**config.mk**
```make
export PLATFORM = sky130hd
export DESIGN_NAME = batcharger_ctrl_mc
export DESIGN_NICKNAME = d
export VERILOG_FILES = /design/src/rtl/batcharger_ctrl_mc.sv
export SDC_FILE = /design/constraint.sdc
export NUM_CORES = 1
export LEC_CHECK = 0
export ABC_AREA = 1
export CAP_MARGIN = 20
export CELL_PAD_IN_SITES_DETAIL_PLACEMENT = 0
export CELL_PAD_IN_SITES_GLOBAL_PLACEMENT = 1
export CORE_UTILIZATION = 40
export CTS_BUF_LIST = sky130_fd_sc_hd__clkbuf_4
export DETAILED_ROUTE_END_ITERATION = 8
export DONT_BUFFER_PORTS = 1
export PLACE_DENSITY_LB_ADDON = 0.1
export SYNTH_ARGS = -nofsm -noshare
export SYNTH_HDL_FRONTEND = slang
export SYNTH_SLANG_ARGS = --single-unit
```
**constraint.sdc**
```tcl
create_clock -name clk -period 2 [get_ports clk]
set_input_delay 0.3 -clock clk [delete_from_list [all_inputs] [get_ports clk]]
set_output_delay 0.3 -clock clk [all_outputs]
set_load 0.01 [all_outputs]
```
**src/rtl/batcharger_ctrl_mc.sv**
```systemverilog
`timescale 1ns/1ps
// batcharger_ctrl_mc
//   Multi-channel battery charge controller. Each channel runs an independent
//   IDLE/TC/CC/CV/DONE/FAULT state machine driven by ADC codes for battery
//   voltage, current and temperature, plus a per-channel tick timer that is
//   clocked from one shared prescaler.
//
// Ports
//   clk, rstz          system clock (rising edge) and async active-low reset
//   en[NCH]            per-channel charge enable
//   vbat/ibat/tbat     per-channel ADC codes, channel i at [i*W +: W]
//   vcutoff, vtarget   TC->CC and CC->CV voltage thresholds (shared)
//   vpreset            recharge threshold while in DONE (shared)
//   iend               CV end-of-charge current (shared)
//   tmin, tmax         inclusive temperature window (shared)
//   tlimit             per-state charge timeout in ticks, 0 disables
//   tc, cc, cv, pwr_en mode enables to the power stage
//   state[NCH*3]       per-channel state code
//   done, fault        per-channel status flags
module batcharger_ctrl_mc #(
  parameter int NCH   = 2,
  parameter int W     = 8,
  parameter int TW    = 8,
  parameter int PRESC = 4
) (
  input  logic               clk,
  input  logic               rstz,
  input  logic [NCH-1:0]     en,
  input  logic [NCH*W-1:0]   vbat,
  input  logic [NCH*W-1:0]   ibat,
  input  logic [NCH*W-1:0]   tbat,
  input  logic [W-1:0]       vcutoff,
  input  logic [W-1:0]       vtarget,
  input  logic [W-1:0]       vpreset,
  input  logic [W-1:0]       iend,
  input  logic [W-1:0]       tmin,
  input  logic [W-1:0]       tmax,
  input  logic [TW-1:0]      tlimit,
  output logic [NCH-1:0]     tc,
  output logic [NCH-1:0]     cc,
  output logic [NCH-1:0]     cv,
  output logic [NCH-1:0]     pwr_en,
  output logic [NCH*3-1:0]   state,
  output logic [NCH-1:0]     done,
  output logic [NCH-1:0]     fault
);

  localparam int PW = (PRESC > 1) ? $clog2(PRESC) : 1;

  typedef enum logic [2:0] {
    S_IDLE  = 3'd0,
    S_TC    = 3'd1,
    S_CC    = 3'd2,
    S_CV    = 3'd3,
    S_DONE  = 3'd4,
    S_FAULT = 3'd5
  } state_e;

  logic [PW-1:0] presc_q, presc_d;
  logic          tick;

  state_e        st_q  [NCH];
  state_e        st_d  [NCH];
  logic [TW-1:0] cnt_q [NCH];
  logic [TW-1:0] cnt_d [NCH];

  // Charging state chosen purely from the present battery voltage.
  function automatic state_e entry_of(input logic [W-1:0] v,
                                      input logic [W-1:0] vcut,
                                      input logic [W-1:0] vtgt);
    if (v < vcut)      return S_TC;
    else if (v < vtgt) return S_CC;
    else               return S_CV;
  endfunction

  always_comb begin
    tick    = (presc_q == PW'(PRESC - 1));
    presc_d = tick ? '0 : presc_q + PW'(1);
  end

  always_comb begin
    logic [W-1:0] v, ib, tb;
    logic         tok, tmo;
    state_e       ent;
    for (int unsigned i = 0; i < NCH; i++) begin
      v   = vbat[i*W +: W];
      ib  = ibat[i*W +: W];
      tb  = tbat[i*W +: W];
      tok = (tb >= tmin) && (tb <= tmax);
      tmo = (tlimit != '0) && (cnt_q[i] >= tlimit);
      ent = entry_of(v, vcutoff, vtarget);

      st_d[i] = st_q[i];
      if (!en[i]) begin
        st_d[i] = S_IDLE;
      end else begin
        case (st_q[i])
          S_IDLE:  st_d[i] = tok ? ent : S_FAULT;
          // Timeout outranks the threshold crossing in TC/CC.
          S_TC:    if (!tok || tmo)        st_d[i] = S_FAULT;
                   else if (v >= vcutoff)  st_d[i] = S_CC;
          S_CC:    if (!tok || tmo)        st_d[i] = S_FAULT;
                   else if (v >= vtarget)  st_d[i] = S_CV;
          // In CV a timeout is a normal end of charge.
          S_CV:    if (!tok)               st_d[i] = S_FAULT;
                   else if (tmo || ib <= iend) st_d[i] = S_DONE;
          S_DONE:  if (v < vpreset && tok) st_d[i] = ent;
          S_FAULT: st_d[i] = S_FAULT;
          default: st_d[i] = S_IDLE;
        endcase
      end

      // A state change clears the timer even on a tick edge.
      if (st_d[i] != st_q[i])
        cnt_d[i] = '0;
      else if (tick && (cnt_q[i] != '1))
        cnt_d[i] = cnt_q[i] + TW'(1);
      else
        cnt_d[i] = cnt_q[i];
    end
  end

  always_ff @(posedge clk or negedge rstz) begin
    if (!rstz) begin
      presc_q <= '0;
      for (int unsigned i = 0; i < NCH; i++) begin
        st_q[i]  <= S_IDLE;
        cnt_q[i] <= '0;
      end
    end else begin
      presc_q <= presc_d;
      for (int unsigned i = 0; i < NCH; i++) begin
        st_q[i]  <= st_d[i];
        cnt_q[i] <= cnt_d[i];
      end
    end
  end

  // Moore decode from the registered state; reset clears the state
  // asynchronously, so the mode outputs fall with it.
  always_comb begin
    tc     = '0;
    cc     = '0;
    cv     = '0;
    pwr_en = '0;
    done   = '0;
    fault  = '0;
    state  = '0;
    for (int unsigned i = 0; i < NCH; i++) begin
      tc[i]          = (st_q[i] == S_TC);
      cc[i]          = (st_q[i] == S_CC);
      cv[i]          = (st_q[i] == S_CV);
      pwr_en[i]      = (st_q[i] == S_TC) || (st_q[i] == S_CC) || (st_q[i] == S_CV);
      done[i]        = (st_q[i] == S_DONE);
      fault[i]       = (st_q[i] == S_FAULT);
      state[i*3 +: 3] = st_q[i];
    end
  end

endmodule

```
======== Word-level counts from Yosys, hierarchy flattened ========
Cells that the tools add are included.
cells by class
  $lt $le $gt $ge ......................... 18
  eq/ne operators ......................... 15
  shift operators ......................... 0
  $add $sub $neg .......................... 3
  muxes and demuxes ....................... 29
  div/mod/pow operators ................... 0
  $mul .................................... 0
  bitwise gates (word level) .............. 0
  reduce and logical (&&, ||, !) cells .... 23
operators with widths
  cell                 count
  $ge 8x8->1           8
  $mux 3               19
  $lt 8x8->1           6
  $pmux 3 s6           2
  $le 8x8->1           4
  $mux 8               4
  $add 8x1->8 const B  2
  $ne 8x8->1 const B   2
  $eq 3x2->1 const B   4
  $eq 3x3->1 const B   4
  $logic_and 1x1->1    8
  $logic_or 1x1->1     8
  $reduce_bool 8->1    1
  $eq 3x1->1 const B   2
  $logic_not 3->1      2
  $ne 3x3->1           2
  $mux 2               2
  $reduce_bool 2->1    2
  $add 2x1->2 const B  1
  $eq 2x2->1 const B   1
  $logic_not 1->1      2
  $mux 1               2
word-level totals
  bits in latches ......................... 0
  ROM bits ................................ 0
  output and inout port bits .............. 18
  bits of input ports ..................... 108
  word-level logic and storage cells ...... 93
  memories ................................ 0
  bits in registers ....................... 24
  RAM bits ................................ 0

======== Depth between registers and ports, before layout ========
  depth in word-level cells ............... 9
  depth in mapped cells ................... 22
  mapped depth without buffers ............ 22

======== Worst setup path after synthesis ========
Ideal clock, no wire load.
  kind .................................... reg2reg
  start point ............................. register cnt_q[3] (netlist bit)
  end point ............................... register cnt_q[7] (netlist bit)
  setup time .............................. 121 ps
  period minus slack after synthesis ...... 1933 ps
  slack ................................... 67 ps
  cell stages (with the launch flop) ...... 18
  data required time ...................... 1879 ps
  path buffers ............................ 0
  arrival time ............................ 1812 ps
  cells stage by stage .................... dfrtp_1 > ha_1 > nand2_1 > nor2_1 > nor2_1 > nand2_1 > nand2_1 > nand2_1 > nand2_2 > nand2_2 > o21bai_1 > nand2_1 > o21bai_1 > nand2_1 > nand2_2 > nor2_4 > nand2_4 > nor2_2
on the way
  word-level cells in the longest chain between the ends .. 9
  elaborated cells on any way between the ends .. 17
  classes of those cells .................. 1 x add/sub; 1 x order compare; 2 x eq/ne; 8 x mux; 5 x reduce/logical
RTL lines
  what                                         line  text
  start, declared                              64    logic [TW-1:0] cnt_q [NCH];
  start signal, assigned by index              134   cnt_q[i] <= cnt_d[i];
  $ge 8x8->1                                   90    tmo = (tlimit != '0) && (cnt_q[i] >= tlimit);
  $logic_and 1x1->1                            90
  $logic_or 1x1->1                             106   else if (tmo || ib <= iend) st_d[i] = S_DONE;
  $mux 3                                       106
  $mux 3                                       105   S_CV: if (!tok) st_d[i] = S_FAULT;
  $pmux 3 s6                                   97    case (st_q[i])
  $mux 3                                       94    if (!en[i]) begin
  $ne 3x3->1                                   114   if (st_d[i] != st_q[i])
  $mux 8 or $reduce_bool 2->1 (tied branches)  -
Several ways; a longest one is shown, not always the timed one. The select of a mux whose other input is x is not followed.
A chain may end at the register's enable or synchronous reset.

======== Worst setup path in the final report ========
  start point ............................. register cnt_q[1] (netlist bit)
  end point ............................... register cnt_q[5] (netlist bit)
Same word-level chain as after synthesis.

==> results.txt <==
----------------------------------------------------
[Outcome]
  Run status ... finished with violations
  Violated checks ... negative setup slack

[Global routing]
  Global router's overall resource usage ... 0.1898
  Wire length of the first global-routing pass ... 18.15 mm
  Vias in the first global route ... 4194
  Largest net degree at the start of global routing ... 25
  Number of antenna violations at the first check in global routing ... 0
  Gr ovfl total ... 0

[Detailed routing]
  Iteration count of the initial detailed-routing pass ... 4
  Post-DRT Antenna Nets ... 0
  DRT iter0 DRCs ... 131
  DR vias ... 4339
  Number of vias per cell ... 4.870
  Number of remaining DRC errors ... 0
  Average routed wire per standard cell ... 12.45 um
  Total Routed Length ... 11.09 mm

[Setup path]
  Delay-heaviest family, CP ... simple AND/OR/NAND/NOR gates
  Critical path's largest stage delay ... 0.41 ns
  Crit. End Element ... register
  Maximum fanout along the worst path ... 8
  Setup Crit Path Kind ... register to register
  CP bufs+invs ... 0
  Worst path slowest cell ... sky130_fd_sc_hd__dfrtp_1
  Signal arrival time at the worst endpoint ... 2.40 ns
  Critical path data required time ... 2.25 ns
  Critical path cell sequence ... ha_1, nand2_1, nor2_2, nor2_1, nand2_1, nand2_1, nand2_2, nand2_4, nand2_4, nor3_2, nor2_1, nand2_1, nand2_2, nand2_2, nand2_2, nor2_4, nand2_8, nor2_4
  CP Launch Type ... register

[Yosys]
  Post-synthesis instance total ... 683
  Number of flops mapped to enable cells by yosys ... 0
  Post-synthesis average cell area ... 6.635 sq um
  Synthesized netlist net count ... 904
  Synthesis-stage register bit count ... 24
  Netlist area before placement ... 4532 sq um
  Predominant post-synthesis flop cell ... sky130_fd_sc_hd__dfrtp_1
  Number of different library cells in the post-synthesis netlist ... 35
  Share of flip-flops with an asynchronous set or reset after synthesis ... 1.000
  Most area-consuming cells after synthesis ... sky130_fd_sc_hd__ha_1 31%, sky130_fd_sc_hd__nand2_1 14%, sky130_fd_sc_hd__dfrtp_1 13%
  Sequential fraction of the synthesis area ... 0.1325
  Proportion of netlist area held by the largest area contributor ... 0.3120
  YS warnings ... 0
  Cell accounting for the most synthesized area ... sky130_fd_sc_hd__ha_1

[STA]
  Pins Over Slew Limit ... 0
  Tightest slew margin relative to the limit ... 0.6823
  Total count of hold-check failures in the final report ... 0
  Total of endpoints with negative setup slack in the final report ... 16
  Min setup slack post-route ... -0.1488 ns
  RSZ-0062 raised after global routing ... yes
  Clock period minus worst slack ... 2.149 ns
  Final Hold Slack ... 0.08173 ns
  Part of the cycle the worst path needs ... 1.074
  Sum Neg Setup Slack ... -1.538 ns
  Slew at the pin closest to its max-slew limit ... 0.4729 ns
  Maximum clock skew at final layout ... 0.008778 ns
  Achievable clock frequency ... 0.4654 GHz

[Clocking]
  Max Buffers Root-to-Sink ... 2
  Number of sinks driven by the clock tree ... 24
  CTS Buf Count ... 3
  Buffer type at the clock tree root ... sky130_fd_sc_hd__clkbuf_4
  H-tree lvl count ... 1
  Clk Latency, worst-skew pair ... 0.31 ns
  Clock tree from TritonCTS ... built
  Post-CTS clock slew at the launch and capture registers of the worst setup and hold paths ... 0.14 ns

[Floorplanning]
  Vert. Die Dim ... 108.4 um
  Count of standard-cell rows ... 38
  Boundary Pins ... 126
  CORE AREA ... 10940 sq um
  Full die area ... 11760 sq um
  Initial core utilization ... 0.4144
  Die Wd ... 108.4 um

[Power and ir drop]
  Total power of the final layout ... 0.002876 W
  Cell leakage power ... 3.091 nW
  Largest voltage drop on the vdd net ... 0.2692 mV
  Power density over the cells ... 526.2 nW/um^2

[Layout]
  Fillcell total ... 1161
  Share of layout cells above drive strength 1 ... 0.1984
  Commonest non-fill, non-tap cells in the layout ... 163 x sky130_fd_sc_hd__nand2_1, 118 x sky130_fd_sc_hd__inv_1, 106 x sky130_fd_sc_hd__ha_1, 62 x sky130_fd_sc_hd__nor2_1, 61 x sky130_fd_sc_hd__buf_4
  Total area of sequential cells ... 601.8 sq um
  Antenna diode count ... 0
  Non-filler cells, final ... 891
  Most common cell after layout, fill and taps aside ... sky130_fd_sc_hd__nand2_1
  Synth-to-Final Area Change ... 20.60%
  Multi-input logic area ... 3637 sq um
  Post-layout net count ... 973

[Placement]
  Cells after DPL ... 881
  PortBufs ... 0
  Placed wire-length estimate after detailed placement ... 9.886 mm
  Final Wtd Congestion ... 0.8527

[Worst hold path]
  Type of the tightest min-delay check ... primary input to register

[Job]
  Max-capacitance violation count ... 0

----------------------------------------------------
[repair_timing]
action | CTS | global route
endpoints found under the hold margin | 24 | 0
setup endpoints to repair | 16 | 21
buffers inserted | 4 | 5
pin swaps | 1 | 10
hold buffers | 2 | 0
gates resized for setup | 13 | 34
[kinds of logic (layout without fill, tap and decap cells)]
group,Yosys count,after routing,synth area share
AOI/OAI and AO/OA,77,77,0.09884
muxes,2,2,0.004418
and+or+nand+nor,325,325,0.3222
adders and majority gates,113,113,0.3120
xor gates and xnor gates,11,11,0.02126
buffers and inverters,131,199,0.1088
DFF,24,24,0.1325
[final timing paths]
| path | endpoint | cells after the start | startpoint | slack [ns] |
|---|---|---|---|---|
| min | state[2] | 2 | en[0] | 0.08 |
| max reg2reg | cnt_q[5] | 18 | cnt_q[1] | -0.15 |
| min in group asynchronous | cnt_q[8] | 2 | rstz | 0.39 |
| max | cnt_q[5] | 18 | cnt_q[1] | -0.15 |
| max in group asynchronous | cnt_q[1] | 2 | rstz | 1.46 |
| min reg2reg | presc_q[0] | 1 | presc_q[0] | 0.44 |
[power breakdown]
part	total [W]	internal, W	switching, W
clock	0.000349	0.000202	0.000147
combinational	0.00192	0.000767	0.00115
sequential	0.000610	0.000534	0.0000763
[area by class of cell]
class / instances / area share
inverter: 130 / 0.08929
multi-input combinational: 528 / 0.6655
timing repair buffer: 65 / 0.09341
tap: 140 / 0.03205
clock buffer: 3 / 0.004121
clock inverter: 1 / 0.005495
sequential: 24 / 0.1101
[registers in the layout, indices dropped and copies added (netlist names)]
register and cells:
cnt_q 16, presc_q 2, state 6
[layer usage]
metal	vias to the layer above	track usage	part of all wire
met4	0	0.01544	0.0050
met1	1905	0.2474	0.48
met2	97	0.3404	0.47
met5	-	0	0
met3	6	0.02833	0.054
li1	2331	-	-
[synthesized netlist by cell type, types with 3 or more instances]
cell	instances
sky130_fd_sc_hd__nand2_2	9
sky130_fd_sc_hd__nor2_1	65
sky130_fd_sc_hd__inv_1	124
sky130_fd_sc_hd__inv_2	6
sky130_fd_sc_hd__xor2_1	9
sky130_fd_sc_hd__nand2_4	3
sky130_fd_sc_hd__o21a_1	9
sky130_fd_sc_hd__nor3_1	5
sky130_fd_sc_hd__o21ai_0	8
sky130_fd_sc_hd__a21oi_1	43
sky130_fd_sc_hd__nor2_2	22
sky130_fd_sc_hd__dfrtp_1	24
sky130_fd_sc_hd__nand2_1	174
sky130_fd_sc_hd__ha_1	113
sky130_fd_sc_hd__nand3_1	22
sky130_fd_sc_hd__nand4_1	13
sky130_fd_sc_hd__o21bai_1	9
[per-stage QoR]
step                      area [sq um]  setup slack (ns)    util
after floorplan                   4532           0.06712       -
after global placement            5145           -0.2272  0.4705
after detailed placement          5145           -0.2146  0.4705
after global routing              5465           -0.3472  0.4998
final                             5465           -0.1488  0.4998
after CTS                         5310           -0.1279  0.4856
Note: power is estimated with default switching activity, not from simulation.
